File: src/rtl/mau_pkg.sv
// -----------------------------------------------------------------------------
// mau_pkg
// Shared definitions for the load/store sequencer (mem_access_unit) and its
// lane logic (mau_lane):
//   - mau_state_t : sequencer states IDLE, READ, WRITE, DONE
//   - SZ_*        : access size encodings carried on the 'size' port
//   - is_word     : size decode (2'b11 is treated as a word access)
//   - eff_offset  : byte offset after forcing alignment for the access size
// -----------------------------------------------------------------------------
package mau_pkg;

    typedef enum logic [1:0] {
        IDLE  = 2'd0,
        READ  = 2'd1,
        WRITE = 2'd2,
        DONE  = 2'd3
    } mau_state_t;

    localparam logic [1:0] SZ_BYTE = 2'b00;
    localparam logic [1:0] SZ_HALF = 2'b01;
    localparam logic [1:0] SZ_WORD = 2'b10;

    function automatic logic is_word(input logic [1:0] size);
        return (size == SZ_WORD) || (size == 2'b11);
    endfunction

    // Halfwords ignore addr[0]; words ignore addr[1:0].
    function automatic logic [1:0] eff_offset(input logic [1:0] size,
                                              input logic [1:0] offset);
        logic [1:0] off;
        off = 2'b00;
        if (size == SZ_BYTE)
            off = offset;
        else if (size == SZ_HALF)
            off = {offset[1], 1'b0};
        return off;
    endfunction

endpackage

File: src/rtl/mau_lane.sv
// -----------------------------------------------------------------------------
// mau_lane
// Combinational big-endian lane logic for the load/store sequencer.
//   ld_word  in  32  word read from memory (load extraction source)
//   st_word  in  32  previously captured word (read-modify-write source)
//   wdata    in  32  store data, right-justified for byte/half
//   offset   in  2   byte offset addr[1:0]
//   size     in  2   SZ_BYTE / SZ_HALF / SZ_WORD (11 = word)
//   sext     in  1   1 = sign-extend sub-word loads, 0 = zero-extend
//   rdata    out 32  extracted and extended load result
//   merged   out 32  write word: st_word with the target lane replaced
// Lane mapping: byte offset 0 -> [31:24] ... offset 3 -> [7:0];
//               half offset 0 -> [31:16], offset 2 -> [15:0].
// -----------------------------------------------------------------------------
import mau_pkg::*;

module mau_lane (
    input  logic [31:0] ld_word,
    input  logic [31:0] st_word,
    input  logic [31:0] wdata,
    input  logic [1:0]  offset,
    input  logic [1:0]  size,
    input  logic        sext,
    output logic [31:0] rdata,
    output logic [31:0] merged
);

    logic [1:0]  off;
    logic [7:0]  ld_byte;
    logic [15:0] ld_half;

    assign off = eff_offset(size, offset);

    always_comb begin
        ld_byte = 8'h00;
        ld_half = 16'h0000;
        rdata   = ld_word;
        merged  = wdata;

        case (off)
            2'd0:    ld_byte = ld_word[31:24];
            2'd1:    ld_byte = ld_word[23:16];
            2'd2:    ld_byte = ld_word[15:8];
            default: ld_byte = ld_word[7:0];
        endcase
        ld_half = off[1] ? ld_word[15:0] : ld_word[31:16];

        if (size == SZ_BYTE) begin
            rdata  = {{24{sext & ld_byte[7]}}, ld_byte};
            merged = st_word;
            case (off)
                2'd0:    merged[31:24] = wdata[7:0];
                2'd1:    merged[23:16] = wdata[7:0];
                2'd2:    merged[15:8]  = wdata[7:0];
                default: merged[7:0]   = wdata[7:0];
            endcase
        end else if (size == SZ_HALF) begin
            rdata  = {{16{sext & ld_half[15]}}, ld_half};
            merged = st_word;
            if (off[1])
                merged[15:0]  = wdata[15:0];
            else
                merged[31:16] = wdata[15:0];
        end
    end

endmodule

File: src/rtl/mem_access_unit.sv
// -----------------------------------------------------------------------------
// mem_access_unit
// Load/store sequencer between the multicycle datapath and a word-addressed
// data memory. One request at a time; sub-word stores are done as
// read-modify-write because the memory only supports whole-word writes.
//
// Build option: `define MISALIGN_TRAP_EN to trap misaligned half/word
// accesses (IDLE -> DONE with err=1, no memory access). Without it, low
// address bits are ignored for alignment and err is always 0.
//
// Ports:
//   clk      in  1       clock, rising edge
//   reset    in  1       asynchronous active-high reset
//   req      in  1       request strobe, sampled only in IDLE
//   we       in  1       1 = store, 0 = load
//   size     in  2       00 byte, 01 half, 10/11 word
//   sext     in  1       sign-extend sub-word loads
//   addr     in  ADDR_W  byte address
//   wdata    in  32      store data (right-justified for sb/sh)
//   busy     out 1       state is not IDLE
//   done     out 1       one-cycle completion pulse
//   rdata    out 32      load result, held until the next load completes
//   err      out 1       misalignment flag, valid with done
//   mem_idx  out IDX_W   word index addr[IDX_W+1:2]
//   mem_we   out 1       memory write enable (only in WRITE)
//   mem_wd   out 32      memory write data
//   mem_rd   in  32      memory read data, combinational from mem_idx
// -----------------------------------------------------------------------------
import mau_pkg::*;

module mem_access_unit #(
    parameter int ADDR_W = 32,
    parameter int IDX_W  = 7
) (
    input  logic              clk,
    input  logic              reset,
    input  logic              req,
    input  logic              we,
    input  logic [1:0]        size,
    input  logic              sext,
    input  logic [ADDR_W-1:0] addr,
    input  logic [31:0]       wdata,
    output logic              busy,
    output logic              done,
    output logic [31:0]       rdata,
    output logic              err,
    output logic [IDX_W-1:0]  mem_idx,
    output logic              mem_we,
    output logic [31:0]       mem_wd,
    input  logic [31:0]       mem_rd
);

    mau_state_t state, state_next;

    logic [IDX_W+1:0] addr_r;
    logic             we_r;
    logic [1:0]       size_r;
    logic             sext_r;
    logic [31:0]      wdata_r;
    logic [31:0]      word_r;
    logic [31:0]      rdata_r;
    logic             err_r;
    logic             trap;
    logic             accept;
    logic [31:0]      lane_rdata;
    logic [31:0]      lane_merged;

    // Address bits above the memory range do not take part in the access.
    logic unused_addr_hi;
    assign unused_addr_hi = ^addr[ADDR_W-1:IDX_W+2];

`ifdef MISALIGN_TRAP_EN
    assign trap = ((size == SZ_HALF) && addr[0]) ||
                  (is_word(size) && (addr[1:0] != 2'b00));
`else
    assign trap = 1'b0;
`endif

    assign accept = (state == IDLE) && req;

    mau_lane u_lane (
        .ld_word (mem_rd),
        .st_word (word_r),
        .wdata   (wdata_r),
        .offset  (addr_r[1:0]),
        .size    (size_r),
        .sext    (sext_r),
        .rdata   (lane_rdata),
        .merged  (lane_merged)
    );

    always_ff @(posedge clk or posedge reset) begin
        if (reset)
            state <= IDLE;
        else
            state <= state_next;
    end

    always_comb begin
        state_next = state;
        case (state)
            IDLE: begin
                if (req) begin
                    if (trap)
                        state_next = DONE;
                    else if (we && is_word(size))
                        state_next = WRITE;
                    else
                        state_next = READ;
                end
            end
            READ:    state_next = we_r ? WRITE : DONE;
            WRITE:   state_next = DONE;
            default: state_next = IDLE;
        endcase
    end

    // Registers that are visible on outputs are cleared by reset.
    always_ff @(posedge clk or posedge reset) begin
        if (reset) begin
            addr_r  <= '0;
            rdata_r <= '0;
            err_r   <= 1'b0;
        end else begin
            if (accept) begin
                addr_r <= addr[IDX_W+1:0];
                err_r  <= trap;
            end
            if ((state == READ) && !we_r)
                rdata_r <= lane_rdata;
        end
    end

    // Request payload and the read-modify-write word are only consumed
    // after being loaded in this access, so they need no reset.
    always_ff @(posedge clk) begin
        if (accept) begin
            we_r    <= we;
            size_r  <= size;
            sext_r  <= sext;
            wdata_r <= wdata;
        end
        if (state == READ)
            word_r <= mem_rd;
    end

    assign busy    = (state != IDLE);
    assign done    = (state == DONE);
    assign err     = done & err_r;
    assign rdata   = rdata_r;
    assign mem_idx = addr_r[IDX_W+1:2];
    assign mem_we  = (state == WRITE);
    // lane_merged already equals wdata_r for word stores.
    assign mem_wd  = mem_we ? lane_merged : 32'h0;

endmodule
File: config.mk
export PLATFORM = sky130hd
export DESIGN_NAME = mem_access_unit
export DESIGN_NICKNAME = d
export VERILOG_FILES = /design/src/rtl/mau_pkg.sv /design/src/rtl/mau_lane.sv /design/src/rtl/mem_access_unit.sv
export SDC_FILE = /design/constraint.sdc
export NUM_CORES = 1
export LEC_CHECK = 0
export BUFFER_PORTS_ARGS = -buffer_cell sky130_fd_sc_hd__buf_2
export CORE_MARGIN = 2
export CORE_UTILIZATION = 35
export DETAILED_ROUTE_END_ITERATION = 16
export PLACE_DENSITY = 0.61
export SETUP_SLACK_MARGIN = 0.05
export SLEW_MARGIN = 25
export SYNTH_ARGS = -nofsm -noshare
export SYNTH_HDL_FRONTEND = slang
export SYNTH_SLANG_ARGS = --single-unit
File: constraint.sdc
create_clock -name clk -period 3.5 [get_ports clk]
set_input_delay 0.175 -clock clk [delete_from_list [all_inputs] [get_ports clk]]
set_output_delay 0.175 -clock clk [all_outputs]
set_load 0.1 [all_outputs]
# == Yosys cells after proc, flatten, opt, wreduce, memory -nomap -nowiden ==
# Cells that the tools add are included.
# totals
regBits,111
out_inout_bits,75
wordCells,48
# classes
n_eq_ne,9
muxes,19
bitwise_logic,2
n_reduce_logical,10
# ops
operator,n
two-way mux 32 bit,5
two-way mux 16 bit,3
two-way mux 8 bit,4
one-hot mux 8 bit (3 select lines),1
"equality test 2 bit, second input constant",5
two-way mux 2 bit,4
"equality test 2 x 1 -> 1 bit, second input constant",3
zero test 2 bit,3
one-hot mux 2 bit (3 select lines),1
logical AND 1 bit,3
OR reduction 3 bit,1
bitwise AND 1 bit,2
"!= test 2 bit, second input constant",1
nonzero test 2 bit,1
zero test 1 bit,1
logical OR 1 bit,1
two-way mux 1 bit,1

# == Logic depth before layout (Yosys ltp) ==
# logic_depth
word_depth,8
ltp_mapped,7

# == Modules after synthesis ==
# From an unflattened synthesis, not the netlist that was laid out.
# unflattened
cells_unflattened,443
hier_area_um2,5719.2
# modules_own_cells
mod,instances,cells_each,area_per_inst_um2,seq_area_each_um2
mem_access_unit,1,221,4196.5,3118.0
mau_lane,1,222,1522.7,0.0

# == Worst setup path after synthesis ==
# Ideal clock, no wire load.
# synth_path
kind,register to output
startpoint,reg state[0]
endpoint,out mem_wd[0]
arrival_time_ns,4.025
required_time_ns,3.325
slack_ns,-0.700
path_stages_with_launch,6
cell_sequence,dfrtp_1 > inv_1 > ha_1 > clkbuf_1 > clkbuf_1 > a21boi_0
# synth_via
elab_chain_len,2
# synth_lines
item,line,rtl
from (decl),mem_access_unit.sv:53,"mau_state_t state, state_next;"
from (signal assigned),mem_access_unit.sv:96,state <= state_next;
equality test 2 bit,mem_access_unit.sv:152,assign mem_we = (state == WRITE);
net mem_we,mem_access_unit.sv:48,"output logic mem_we,"
two-way mux 32 bit,mem_access_unit.sv:154,assign mem_wd = mem_we ? lane_merged : 32'h0;
to (decl),mem_access_unit.sv:49,"output logic [31:0] mem_wd,"
# The timed path passes the listed nets, and every way through them passes these cells.

# == Final worst setup path ==
# layout_path
startpoint,reg addr_r[0]
endpoint,out mem_wd[4]
# layout_via
elab_chain_len,6
word_cells_on_any_way,8
cone_classes,eq/ne: 2; mux: 4; reduce/logical: 2
# layout_lines
item,line,rtl
from (decl),mem_access_unit.sv:55,logic [IDX_W+1:0] addr_r;
from (signal assigned),mem_access_unit.sv:126,addr_r <= addr[IDX_W+1:0];
two-way mux 2 bit *,mau_pkg.sv:32,if (size == SZ_BYTE)
"equality test 2 x 1 -> 1 bit, or another cell as far along",mau_lane.sv:51,case (off)
OR reduction 3 bit (no source line) *,n/a,
two-way mux 8 bit *,mau_lane.sv:51,
two-way mux 32 bit *,mau_lane.sv:48,if (size == SZ_BYTE) begin
two-way mux 32 bit *,mem_access_unit.sv:154,
# Every way passes the cells marked *; elsewhere a longest branch is shown, timed or not.

==> flow_metrics.tcl <==
set metrics [dict create \
    outcome "finished clean" \
    coreArea_mm2 0.0151 \
    synth_cells 480 \
    yosysTopAreaCellShare 0.378 \
    hpwl_um 12100 \
    cts_resized 0 \
    seqCellArea_mm2 0.00312 \
    multi_input_area_mm2 0.00211 \
    rsz0062_at_grt "false" \
    htreeDepth 3 \
    num_rows 45 \
    cap_violations 0 \
    ant_nets 0 \
    syn_to_final_growth_pct 29.3 \
    clk_pin_slew_ns 0.08 \
    critPathLaunchType "flop" \
    crit_path_end_kind "output port" \
    die_w_um 128 \
    final-max-slew-violation-count 0 \
    start_util 0.357 \
    antenna_found_initial 5 \
    gp_congestion 0.882 \
    path_class "reg -> out" \
    first_global_vias 4424 \
    numClockSinks 111 \
    worstPathArrival_ns 2.61 \
    cts_buffers 9 \
    hold_path_end "word_r[14]" \
    syn_avg_cell_area_um2 11.3 \
    cp_slowest_cell "dfrtp_1" \
    fp.dieH_um 128 \
    hold_depth 1 \
    fin_skew_ns 0.0182 \
    hold_viol 0 \
    ys_seq_area_frac 0.577 \
    fin_nets 756 \
    cts_tree "yes" \
    slew_headroom 0.465 \
    grt_pass1_wl_um 25500 \
    wl_per_cell_um 19.8 \
    cp_max_fo 17 \
    io_buffers 153 \
    ios 178 \
    cts_hold_buf 33 \
    clock_latency_ns 0.36 \
    synth_commonest_cells "edfxtp_1 (68), nand2_1 (68), dfrtp_1 (43)" \
    r2r_end "rdata[17]" \
    clk_path_buf_depth 2 \
    synth_edf_count 68 \
    hold_class "in -> reg" \
    synth-main-ff-cell "edfxtp_1" \
    ys_top_cells_by_area "edfxtp_1 (38%), dfrtp_1 (20%), mux2i_1 (5.0%), nand2_1 (4.7%), nand3_1 (2.9%)" \
    tightest_slew_ns 0.801 \
    grt_usage 0.207 \
    num-fill-cells 1424 \
    fin_crit_sh 0.795 \
    grt_max_degree 44 \
    async_reset_ff_frac 0.387 \
    ys_ff_latch 111 \
    ff2ff_path_depth 4 \
    vias 4428 \
    drc 0 \
    fmax_mhz 359 \
    drtIter0Drc 450 \
    dr.pass1.iters 5 \
    crit_chain "o21a_1 -> nor2_1 -> nand2_1 -> a21boi_2 -> buf_2" \
    drive_above_1_share 0.324 \
    synthesis.nets 587 \
    r2r-start "addr_r[0]" \
    final.setup.tns_ns 0 \
    synthDistinctLibCells 44 \
    yosys.area.top_type "edfxtp_1" \
    setup_violations 0 \
    viasPerCell 5.23 \
    hp-start "mem_rd[14]" \
    min_period_ns 2.78 \
    root_buffer "clkbuf_16" \
    grt_overflow 0 \
    dieArea_mm2 0.0164 \
    yosysWarnings 0 \
    crit_required_ns 3.32 \
    post_cts_buffers 0 \
    synth.cell_area_mm2 0.00540 \
    crit_path_max_incr_delay_ns 0.65 \
    r2r_setup_slack_ns 1.02 \
    drt_wl_total_um 16800 \
]
cells in the final DEF (no fill, tap or decap), drive strengths merged, types with 11 or more instances in the layout:
cell / netlist / routed
clkbuf: 20 / 12
buf: 22 / 165
nand2: 68 / 68
mux2i: 27 / 27
a21oi: 20 / 20
edfxtp: 68 / 68
dlygate4sd3: 0 / 35
nor2: 16 / 16
nor2b: 11 / 11
nand2b: 13 / 13
a211o: 14 / 14
o21ai: 26 / 26
o221ai: 17 / 17
dfrtp: 43 / 43
nand3: 31 / 31
layout make-up:
class | instances | area share
antenna | 5 | 0.00179
clock buffer | 12 | 0.0353
clock inverter | 4 | 0.00519
inverter | 5 | 0.00286
multi-input combinational | 322 | 0.302
sequential | 111 | 0.446
tap | 188 | 0.0337
timing repair buffer | 200 | 0.173
stage by stage:
step | cell area, µm² | setup WS, ns | cells | hold slack, ns | util
finish | 6990 | 0.717 | 847 | 0.0234 | 0.461
global route | 6990 | 0.510 | 847 | 0.0158 | 0.461
global placement | 6340 | 1.11 | 791 | 0.355 | 0.419
floorplan | 5470 | 0.0336 | 480 | 0.274 | -
detailed placement | 6340 | 1.06 | 791 | 0.353 | 0.419
CTS | 6950 | 0.679 | 840 | 0.000131 | 0.459
layer usage:
layer,vias to the layer above,track usage,wire length [µm]
li1,2087,-,-
met2,183,0.329,8220
met5,-,0,0
met1,2139,0.273,7120
met3,19,0.0484,1140
met4,0,0.0821,311
registers in the layout (all words and copies together) (netlist names):
register / flops
we_r: 1
sext_r: 1
addr_r: 9
word_r: 32
size_r: 2
state: 2
wdata_r: 32
rdata: 32
critical path, delay by kind of cell, from the launching register on:
kind	cells	cell delay [ns]
flip-flops	1	0.65
AND/OR/NAND/NOR	2	0.57
buffers and inverters	1	0.45
AO/OA/AOI/OAI	2	0.59
how the worst max path moves through the flow:
stage	startpoint	endpoint	depth (start not counted)
5_1_grt	addr_r[0]	mem_wd[4]	5
4_1_cts	addr_r[0]	mem_wd[4]	5
6_report	addr_r[0]	mem_wd[4]	5
2_1_floorplan	state[0]	mem_wd[0]	5
3_3_place_gp	addr_r[0]	rdata[31]	4
3_5_place_dp	addr_r[0]	rdata[31]	4
cells by family (layout without fill, tap and decap cells):
logic type | count (synthesis) | in the layout | synth area share
flip-flops | 111 | 111 | 0.577
buffers and inverters | 47 | 221 | 0.0449
AND/OR/NAND/NOR | 178 | 178 | 0.164
adder cells (fa/ha/maj) | 4 | 4 | 0.00926
other | 1 | 6 | 0.000694
multiplexers | 36 | 36 | 0.0688
AO/OA/AOI/OAI | 103 | 103 | 0.135
Power is not shown: default switching activity piles up to over one toggle a cycle in this logic, so the estimate is an artifact.
